### config.mk
export PLATFORM = sky130hd
export DESIGN_NAME = bitram_sequencer
export DESIGN_NICKNAME = d
export VERILOG_FILES = /design/src/rtl/bitseq_pkg.sv /design/src/rtl/bitseq_decode.sv /design/src/rtl/bitram_sequencer.sv
export SDC_FILE = /design/constraint.sdc
export NUM_CORES = 1
export LEC_CHECK = 0
export CAP_MARGIN = 20
export CORE_ASPECT_RATIO = 1.4
export CORE_MARGIN = 4
export CORE_UTILIZATION = 45
export CTS_CLUSTER_SIZE = 14
export DETAILED_ROUTE_END_ITERATION = 10
export PLACE_DENSITY_LB_ADDON = 0.05
export REMOVE_ABC_BUFFERS = 1
export SYNTH_ARGS = -nofsm -noshare
export SYNTH_HDL_FRONTEND = slang
export SYNTH_SLANG_ARGS = --single-unit
### constraint.sdc
create_clock -name clk -period 1.6 [get_ports clk]
set_input_delay 0.24 -clock clk [delete_from_list [all_inputs] [get_ports clk]]
set_output_delay 0.24 -clock clk [all_outputs]
set_load 0.05 [all_outputs]
### src/rtl/bitseq_pkg.sv
// Shared types and constants for the program-RAM fetch sequencer.
// Field positions describe the 17-bit read window: bit 16 sits at the fetch address.
package bitseq_pkg;

    localparam int unsigned PC_W   = 6;
    localparam int unsigned WIN_W  = 17;
    localparam int unsigned PAY_W  = 9;

    localparam int unsigned STEP       = 17;
    localparam int unsigned LAST_START = 47;

    localparam logic [PC_W-1:0] STEP_PC = PC_W'(STEP);
    localparam logic [PC_W-1:0] LAST_PC = PC_W'(LAST_START);

    localparam int unsigned J_BIT = 16;
    localparam int unsigned C_BIT = 15;
    localparam int unsigned T_MSB = 14;
    localparam int unsigned T_LSB = 9;
    localparam int unsigned P_MSB = 8;

    typedef enum logic [2:0] {
        ST_IDLE  = 3'd0,
        ST_FETCH = 3'd1,
        ST_ISSUE = 3'd2,
        ST_HALT  = 3'd3,
        ST_FAULT = 3'd4
    } state_t;

    // Latched copy of a window; the field order mirrors the window bit order.
    typedef struct packed {
        logic             jump;
        logic             cond;
        logic [PC_W-1:0]  target;
        logic [PAY_W-1:0] payload;
    } instr_t;

endpackage

### src/rtl/bitseq_decode.sv
// Combinational window field split, range/halt detection and next-pc selection.
// Latency: zero (pure combinational). Backpressure: none, it holds no state.
module bitseq_decode
    import bitseq_pkg::*;
(
    input  logic [16:0] window,
    input  logic [5:0]  pc,
    input  logic        ir_jump,
    input  logic        ir_cond,
    input  logic [5:0]  ir_target,
    input  logic        cond_flag,
    output logic        win_jump,
    output logic        win_cond,
    output logic [5:0]  win_target,
    output logic [8:0]  win_payload,
    output logic        range_bad,
    output logic        halt_hit,
    output logic [5:0]  next_pc
);

    logic take_jump;

    assign win_jump    = window[J_BIT];
    assign win_cond    = window[C_BIT];
    assign win_target  = window[T_MSB:T_LSB];
    assign win_payload = window[P_MSB:0];

    // A window starting past LAST_START would read beyond the end of the RAM.
    assign range_bad = (pc > LAST_PC);

    // Only an unconditional self-jump is a halt; a conditional one keeps re-issuing.
    assign halt_hit = win_jump && !win_cond && (win_target == pc);

    // Next pc uses the latched instruction, not the live window.
    assign take_jump = ir_jump && (!ir_cond || cond_flag);
    assign next_pc   = take_jump ? ir_target : (pc + STEP_PC);

endmodule

### src/rtl/bitram_sequencer.sv
// Fetch sequencer for the 64x1 program RAM; optional issue counter under BITSEQ_PERF_EN.
// Latency: run or handshake to next instr_valid is two edges (FETCH then ISSUE).
// Backpressure: ISSUE holds valid/payload/pc stable until instr_ready; valid never depends on ready.
module bitram_sequencer
    import bitseq_pkg::*;
(
    input  logic        clk,
    input  logic        clear,
    input  logic        run,
    input  logic [16:0] mem_window,
    output logic [5:0]  mem_address,
    input  logic        cond_flag,
    output logic        instr_valid,
    input  logic        instr_ready,
    output logic [8:0]  instr_payload,
    output logic [5:0]  pc,
    output logic        halted,
    output logic        fault,
    output logic [15:0] perf_count
);

    state_t      state;
    state_t      state_n;
    instr_t      ir;
    logic [5:0]  pc_q;
    logic        halted_q;
    logic        fault_q;

    logic        win_jump;
    logic        win_cond;
    logic [5:0]  win_target;
    logic [8:0]  win_payload;
    logic        range_bad;
    logic        halt_hit;
    logic [5:0]  next_pc;

    logic        latch_ir;
    logic        handshake;
    logic        set_halt;
    logic        set_fault;

    bitseq_decode u_decode (
        .window      (mem_window),
        .pc          (pc_q),
        .ir_jump     (ir.jump),
        .ir_cond     (ir.cond),
        .ir_target   (ir.target),
        .cond_flag   (cond_flag),
        .win_jump    (win_jump),
        .win_cond    (win_cond),
        .win_target  (win_target),
        .win_payload (win_payload),
        .range_bad   (range_bad),
        .halt_hit    (halt_hit),
        .next_pc     (next_pc)
    );

    always_comb begin
        state_n   = state;
        latch_ir  = 1'b0;
        handshake = 1'b0;
        set_halt  = 1'b0;
        set_fault = 1'b0;
        unique case (state)
            ST_IDLE: begin
                if (run) begin
                    state_n = ST_FETCH;
                end
            end
            ST_FETCH: begin
                if (range_bad) begin
                    state_n   = ST_FAULT;
                    set_fault = 1'b1;
                end else if (halt_hit) begin
                    state_n  = ST_HALT;
                    set_halt = 1'b1;
                end else begin
                    state_n  = ST_ISSUE;
                    latch_ir = 1'b1;
                end
            end
            ST_ISSUE: begin
                // run is only consulted after the handshake, so dropping it never aborts.
                if (instr_ready) begin
                    handshake = 1'b1;
                    state_n   = run ? ST_FETCH : ST_IDLE;
                end
            end
            ST_HALT:  state_n = ST_HALT;
            ST_FAULT: state_n = ST_FAULT;
            default:  state_n = ST_IDLE;
        endcase
    end

    always_ff @(posedge clk) begin
        if (clear) begin
            state    <= ST_IDLE;
            pc_q     <= '0;
            ir       <= '0;
            halted_q <= 1'b0;
            fault_q  <= 1'b0;
        end else begin
            state <= state_n;
            if (latch_ir) begin
                ir <= '{jump: win_jump, cond: win_cond,
                        target: win_target, payload: win_payload};
            end
            if (handshake) begin
                pc_q <= next_pc;
            end
            if (set_halt) begin
                halted_q <= 1'b1;
            end
            if (set_fault) begin
                fault_q <= 1'b1;
            end
        end
    end

`ifdef BITSEQ_PERF_EN
    logic [15:0] perf_q;

    always_ff @(posedge clk) begin
        if (clear) begin
            perf_q <= '0;
        end else if (handshake && (perf_q != 16'hFFFF)) begin
            perf_q <= perf_q + 16'd1;
        end
    end

    assign perf_count = perf_q;
`else
    assign perf_count = '0;
`endif

    assign mem_address   = pc_q;
    assign pc            = pc_q;
    assign instr_valid   = (state == ST_ISSUE);
    assign instr_payload = ir.payload;
    assign halted        = halted_q;
    assign fault         = fault_q;

endmodule
# Word-level counts from Yosys, hierarchy flattened
# Index checks and enable logic that the tools add are counted.
# word_totals
output_inout_bits	40
input_bits	22
word_cells	42
reg_bits	28
# classes
mux	17
reduce_logical	8
eq_ne	7
order_cmp	1
n_addsub	1
# ops
operator	n
3-bit one-hot mux with 5 select lines	1
1-bit two-way mux	12
3-bit two-way mux	3
6-bit by 5-bit adder with 6-bit output, second input constant	1
3-bit by 2-bit equality test with 1-bit output, second input constant	2
6-bit equality test	1
6-bit > comparator, second input constant	1
6-bit two-way mux	1
3-bit by 1-bit equality test with 1-bit output, second input constant	1
3-bit equality test, second input constant	1
1-bit logical AND	3
3-bit zero test	1
1-bit zero test	2
2-bit by 1-bit != test with 1-bit output, second input constant	1
2-bit != test, second input constant	1
2-bit AND reduction	1
1-bit logical OR	1

# Longest topological paths before layout
# Gate-level depths: netlist (run 1).
# depth
word_depth	6
mapped_depth	5
ltp_nobuf	5

# Modules after synthesis
# A second synthesis (run 1) with hierarchy kept.
# hier_totals
hier_cells	193
area_unflattened_um2	1819.2
# modules_own_cells
module	n_inst	seq_area_each_um2	cells_each	area_per_inst_um2
bitram_sequencer	1	560.5	149	1453.9
bitseq_decode	1	0.0	44	365.4

# Worst setup path before layout (run 1)
# Ideal clock, no wire load.
# synth_path
kind	register to register
start	register pc_q[4] (netlist: mem_address[4])
end	register ir (netlist bit instr_payload[3])
period_less_slack_ns	1.831
setup_ns	0.118
path_stages_with_launch	6
setup_slack_ns	-0.231
t_required_ns	1.482
t_arrival_ns	1.713
path_buffers	1
cell_sequence	dfxtp_1 xor2_1 nor4_4 a21oi_4 buf_12 mux2i_1
# synth_via
elab_chain_len	5
word_cells_on_any_way	6
classes_between	order compare (1); eq/ne (1); mux (3); reduce/logical (1)
# synth_rtl
element	line_no	text
start: declaration	bitram_sequencer.sv:25	logic [5:0] pc_q;
start signal: assignment	bitram_sequencer.sv:109	pc_q <= next_pc;
branches (longest 3 deep; another with 6-bit > comparator)	-	
1-bit two-way mux *	bitram_sequencer.sv:71	if (range_bad) begin
1-bit two-way mux *	bitram_sequencer.sv:64	unique case (state)
end signal: assignment	bitram_sequencer.sv:105	ir <= '{jump: win_jump, cond: win_cond,
end: declaration	bitram_sequencer.sv:24	instr_t ir;
# Mark *: on every way between the ends.
# A chain may end at the register's enable or synchronous reset.

# Worst setup path in the final report (run 1)
# layout_path
start	input port mem_window[13]
end	register state[0]
# layout_via
elab_chain_len	5
# layout_rtl
element	line_no	text
start: declaration	bitram_sequencer.sv:10	input logic [16:0] mem_window,
6-bit equality test	bitseq_decode.sv:32	assign halt_hit = win_jump && !win_cond && (win_target == pc);
1-bit logical AND	bitseq_decode.sv:32	
1-bit two-way mux	bitram_sequencer.sv:74	end else if (halt_hit) begin
3-bit two-way mux	bitram_sequencer.sv:71	
3-bit one-hot mux with 5 select lines	bitram_sequencer.sv:64	
end signal: assignment	bitram_sequencer.sv:103	state <= state_n;
end: declaration	bitram_sequencer.sv:22	state_t state;
# No other way between the ends.

==> results of run 1 <==
## stage by stage
stage | power, mW | hold WS, ns
after CTS | 1.91 | 0.453
after floorplan | 1.21 | 0.309
after global placement | 1.46 | 0.435
after global routing | 1.99 | 0.466
after detailed placement | 1.47 | 0.438
final | 1.90 | 0.451
## area by class of cell
class / count / area [µm²]
inverters: 4 / 15.0
well taps: 42 / 52.6
clock buffers: 4 / 55.1
flip-flops and latches: 28 / 562
repair buffers: 60 / 691
fillers: 331 / 1370
multi-input cells: 140 / 933
## synth_stat cells (all sizes together), types with 2 or more instances
| master | number | area share (%) |
|---|---|---|
| inv | 4 | 0.87 |
| a211oi | 5 | 2.2 |
| a21boi | 2 | 0.87 |
| nand3 | 4 | 1.2 |
| o21ai | 9 | 2.6 |
| a21oi | 17 | 5.6 |
| nand2 | 3 | 0.65 |
| dfxtp | 28 | 33 |
| buf | 32 | 15 |
| nor2 | 4 | 0.87 |
| and3 | 4 | 1.5 |
| nand2b | 40 | 15 |
| clkbuf | 7 | 1.5 |
| mux2i | 18 | 10 |
| xor2 | 6 | 3.0 |
## placed cells by master, fill, tap and decap left out, types with 5 or more instances in the layout
cell | netlist | final
clkdlybuf4s50_1 | 0 | 21
xor2_1 | 6 | 5
conb_1 | 1 | 16
a211oi_1 | 5 | 5
dfxtp_1 | 28 | 27
nand2b_1 | 40 | 40
a21oi_1 | 16 | 16
mux2i_1 | 18 | 18
buf_12 | 1 | 15
o21ai_0 | 9 | 9
buf_4 | 31 | 24
## per-layer routing
layer	vias up	track usage, %	routed length, µm
met3	4	2.38	219
met2	50	28.1	1950
met4	0	6.65	38
li1	693	-	-
met1	660	17.6	1430
met5	-	0	0
## kinds of logic after synthesis
| group | Yosys count | share of synthesized area, % |
|---|---|---|
| xor+xnor | 6 | 3.05 |
| fa+ha+maj | 1 | 0.726 |
| other cells | 1 | 0.217 |
| simple gates | 62 | 22.9 |
| buf+inv | 43 | 17.1 |
| compound gates | 37 | 13.1 |
| flops | 28 | 32.5 |
| mux | 18 | 10.4 |
## how the worst min path moves through the flow
stage	to	slack (ns)	cells after the start
2_1_floorplan	fault	0.31	1
3_3_place_gp	halted	0.43	2
3_5_place_dp	fault	0.44	2
4_1_cts	fault	0.45	2
5_1_grt	fault	0.47	2
6_report	fault	0.45	2
## tightest hold or removal path, delay by kind of cell, from the launching register on
family / cells / cell delay [ns]
AOI/OAI and AO/OA: 1 / 0.05
DFF: 1 / 0.32
buffers and inverters: 1 / 0.05
## state kept, by name (all words and copies together) (netlist names)
register,cells
instr_payload,9
fault,1
mem_address,6
state,3
halted,1
ir,8
## power groups by stage
| stage | Combinational (mW) | Sequential [mW] | Clock (mW) |
|---|---|---|---|
| 5_1_grt | 0.704 | 0.807 | 0.479 |
| 3_5_place_dp | 0.661 | 0.812 | 0 |
| 4_1_cts | 0.662 | 0.797 | 0.453 |
| 2_1_floorplan | 0.285 | 0.926 | 0 |
| 3_3_place_gp | 0.650 | 0.809 | 0 |
| 6_report | 0.661 | 0.798 | 0.441 |
==> results.sh, run 1 <==
export IMPL_p_int_mw=1.25
export IMPL_place_hpwl_um=2780
export IMPL_synth_edf_count=0
export IMPL_switchingPower_uw=653
export IMPL_diodes=0
export IMPL_min_from="fault"
export IMPL_critPathMaxStageDelay_ns=0.45
export IMPL_row_count=26
export IMPL_cts_buffers=3
export IMPL_layout_setup_ws_ns=0.0509
export IMPL_vias=1407
export IMPL_avgViaCountPerCell=5.06
export IMPL_cp_startpoint="mem_window[13]"
export IMPL_hold_path_class="register to register"
export IMPL_layout_min_cycle_time_ns=1.55
export IMPL_dr_first_iter_drc_count=62
export IMPL_worstReg2RegEnd="state[0]"
export IMPL_cts_root_buffer="clkbuf_8"
export IMPL_startpoint_type="primary input"
export IMPL_fin_cells=278
export IMPL_cts_sinks=28
export IMPL_die_y_um=81.2
export IMPL_path_clk_slew_ns=0.10
export IMPL_slew_viol_final=0
export IMPL_die_area_mm2=0.00490
export IMPL_grt_overflow_total=0
export IMPL_hold_violations=0
export IMPL_pwr_share_comb_pct=34.8
export IMPL_p_leak_nw=0.927
export IMPL_swShare_pct=34.4
export IMPL_wire_per_inst_um=13.1
export IMPL_drt_total_wl_um=3630
export IMPL_power_share_clock_pct=23.2
export IMPL_critPathTopFamily="simple AND/OR/NAND/NOR gates"
export IMPL_ff2ff_path_depth=4
export IMPL_first_pass_iters=4
export IMPL_clk_insertion_delay_late_ns=0.27
export IMPL_antenna_found_initial=0
export IMPL_start_util_pct=46.9
export IMPL_globalplace_congestion=0.847
export IMPL_syn_cell_area_mm2=0.00172
export IMPL_boundaryPins=62
export IMPL_fin_skew_ns=0.00539
export IMPL_synth_seq_cells=28
export IMPL_fmax_mhz=646
export IMPL_finish_instance_area_mm2=0.00231
export IMPL_placed_area_mm2=0.00224
export IMPL_synthToLayoutAreaGrowth_pct=33.9
export IMPL_ctsHoldBuffers=0
export IMPL_p_per_area_mw_per_mm2=823
export IMPL_drive_gt1_share_pct=21.2
export IMPL_rsz0062_at_grt="false"
export IMPL_grt_pass1_vias=1374
export IMPL_avgSynthCellArea_um2=8.80
export IMPL_core_area_mm2=0.00368
export IMPL_cts_tree="yes"
export IMPL_cts_resized=0
export IMPL_crit_fanout=2
export IMPL_track_usage_pct=15.6
export IMPL_ys_seq_area_share_pct=32.5
export IMPL_peakVddDrop_mv=0.486
export IMPL_cp_cell_sequence="clkdlybuf4s50_1 > xor2_1 > nor4_4 > nand4_1 > a211oi_1"
export IMPL_r2r_start="mem_address[4]"
export IMPL_endpoint_kind="register"
export IMPL_finalSetupViolations=0
export IMPL_grt_pass1_wl_um=5960
export IMPL_crit_cells=5
export IMPL_ant_nets=0
export IMPL_setup_worst_path_class="primary input to register"
export IMPL_fin_util_pct=62.8
export IMPL_status="finished, final reports clean"
export IMPL_netlist_instances=196
export IMPL_grt_max_degree=46
export IMPL_async_flop_share_pct=0
export IMPL_cts_buffer_depth=2
export IMPL_postCtsSetupBuffers=0
export IMPL_arrival_ns=1.74
export IMPL_cp_buffers_inverters=1
export IMPL_io_buffers=45
export IMPL_drc_errors=0
export IMPL_rrSetupSlack_ns=0.13
export IMPL_synthFlopType="dfxtp_1"
export IMPL_cp_endpoint="state[0]"
export IMPL_ys_types=30
export IMPL_setup_tns_ns=0
export IMPL_nets=260
export IMPL_placed_cells=274
export IMPL_maxCapViolations=0
export IMPL_post_route_period_util_pct=96.8
export IMPL_critical_path_slowest_cell="clkdlybuf4s50_1"
export IMPL_yosys_warnings=0
export IMPL_cts_htree_levels=1
export IMPL_post_place_ws_ns=-0.254
export IMPL_die_w_um=60.3
export IMPL_crit_required_ns=1.79
export IMPL_seqPwrFrac_pct=42.0
No activity file was read; power rests on OpenSTA's default activity.
==> run 2, diff against run 1 <==
--- a/config.mk
+++ b/config.mk
@@ -5,7 +5,7 @@
 export SDC_FILE = /design/constraint.sdc
 export NUM_CORES = 1
 export LEC_CHECK = 0
-export CAP_MARGIN = 20
+export ABC_CLOCK_PERIOD_IN_PS = 1600
 export CORE_ASPECT_RATIO = 1.4
 export CORE_MARGIN = 4
 export CORE_UTILIZATION = 45
==> results of run 2 <==
The final DEF is identical to that of run 1; final timing and power are the same.
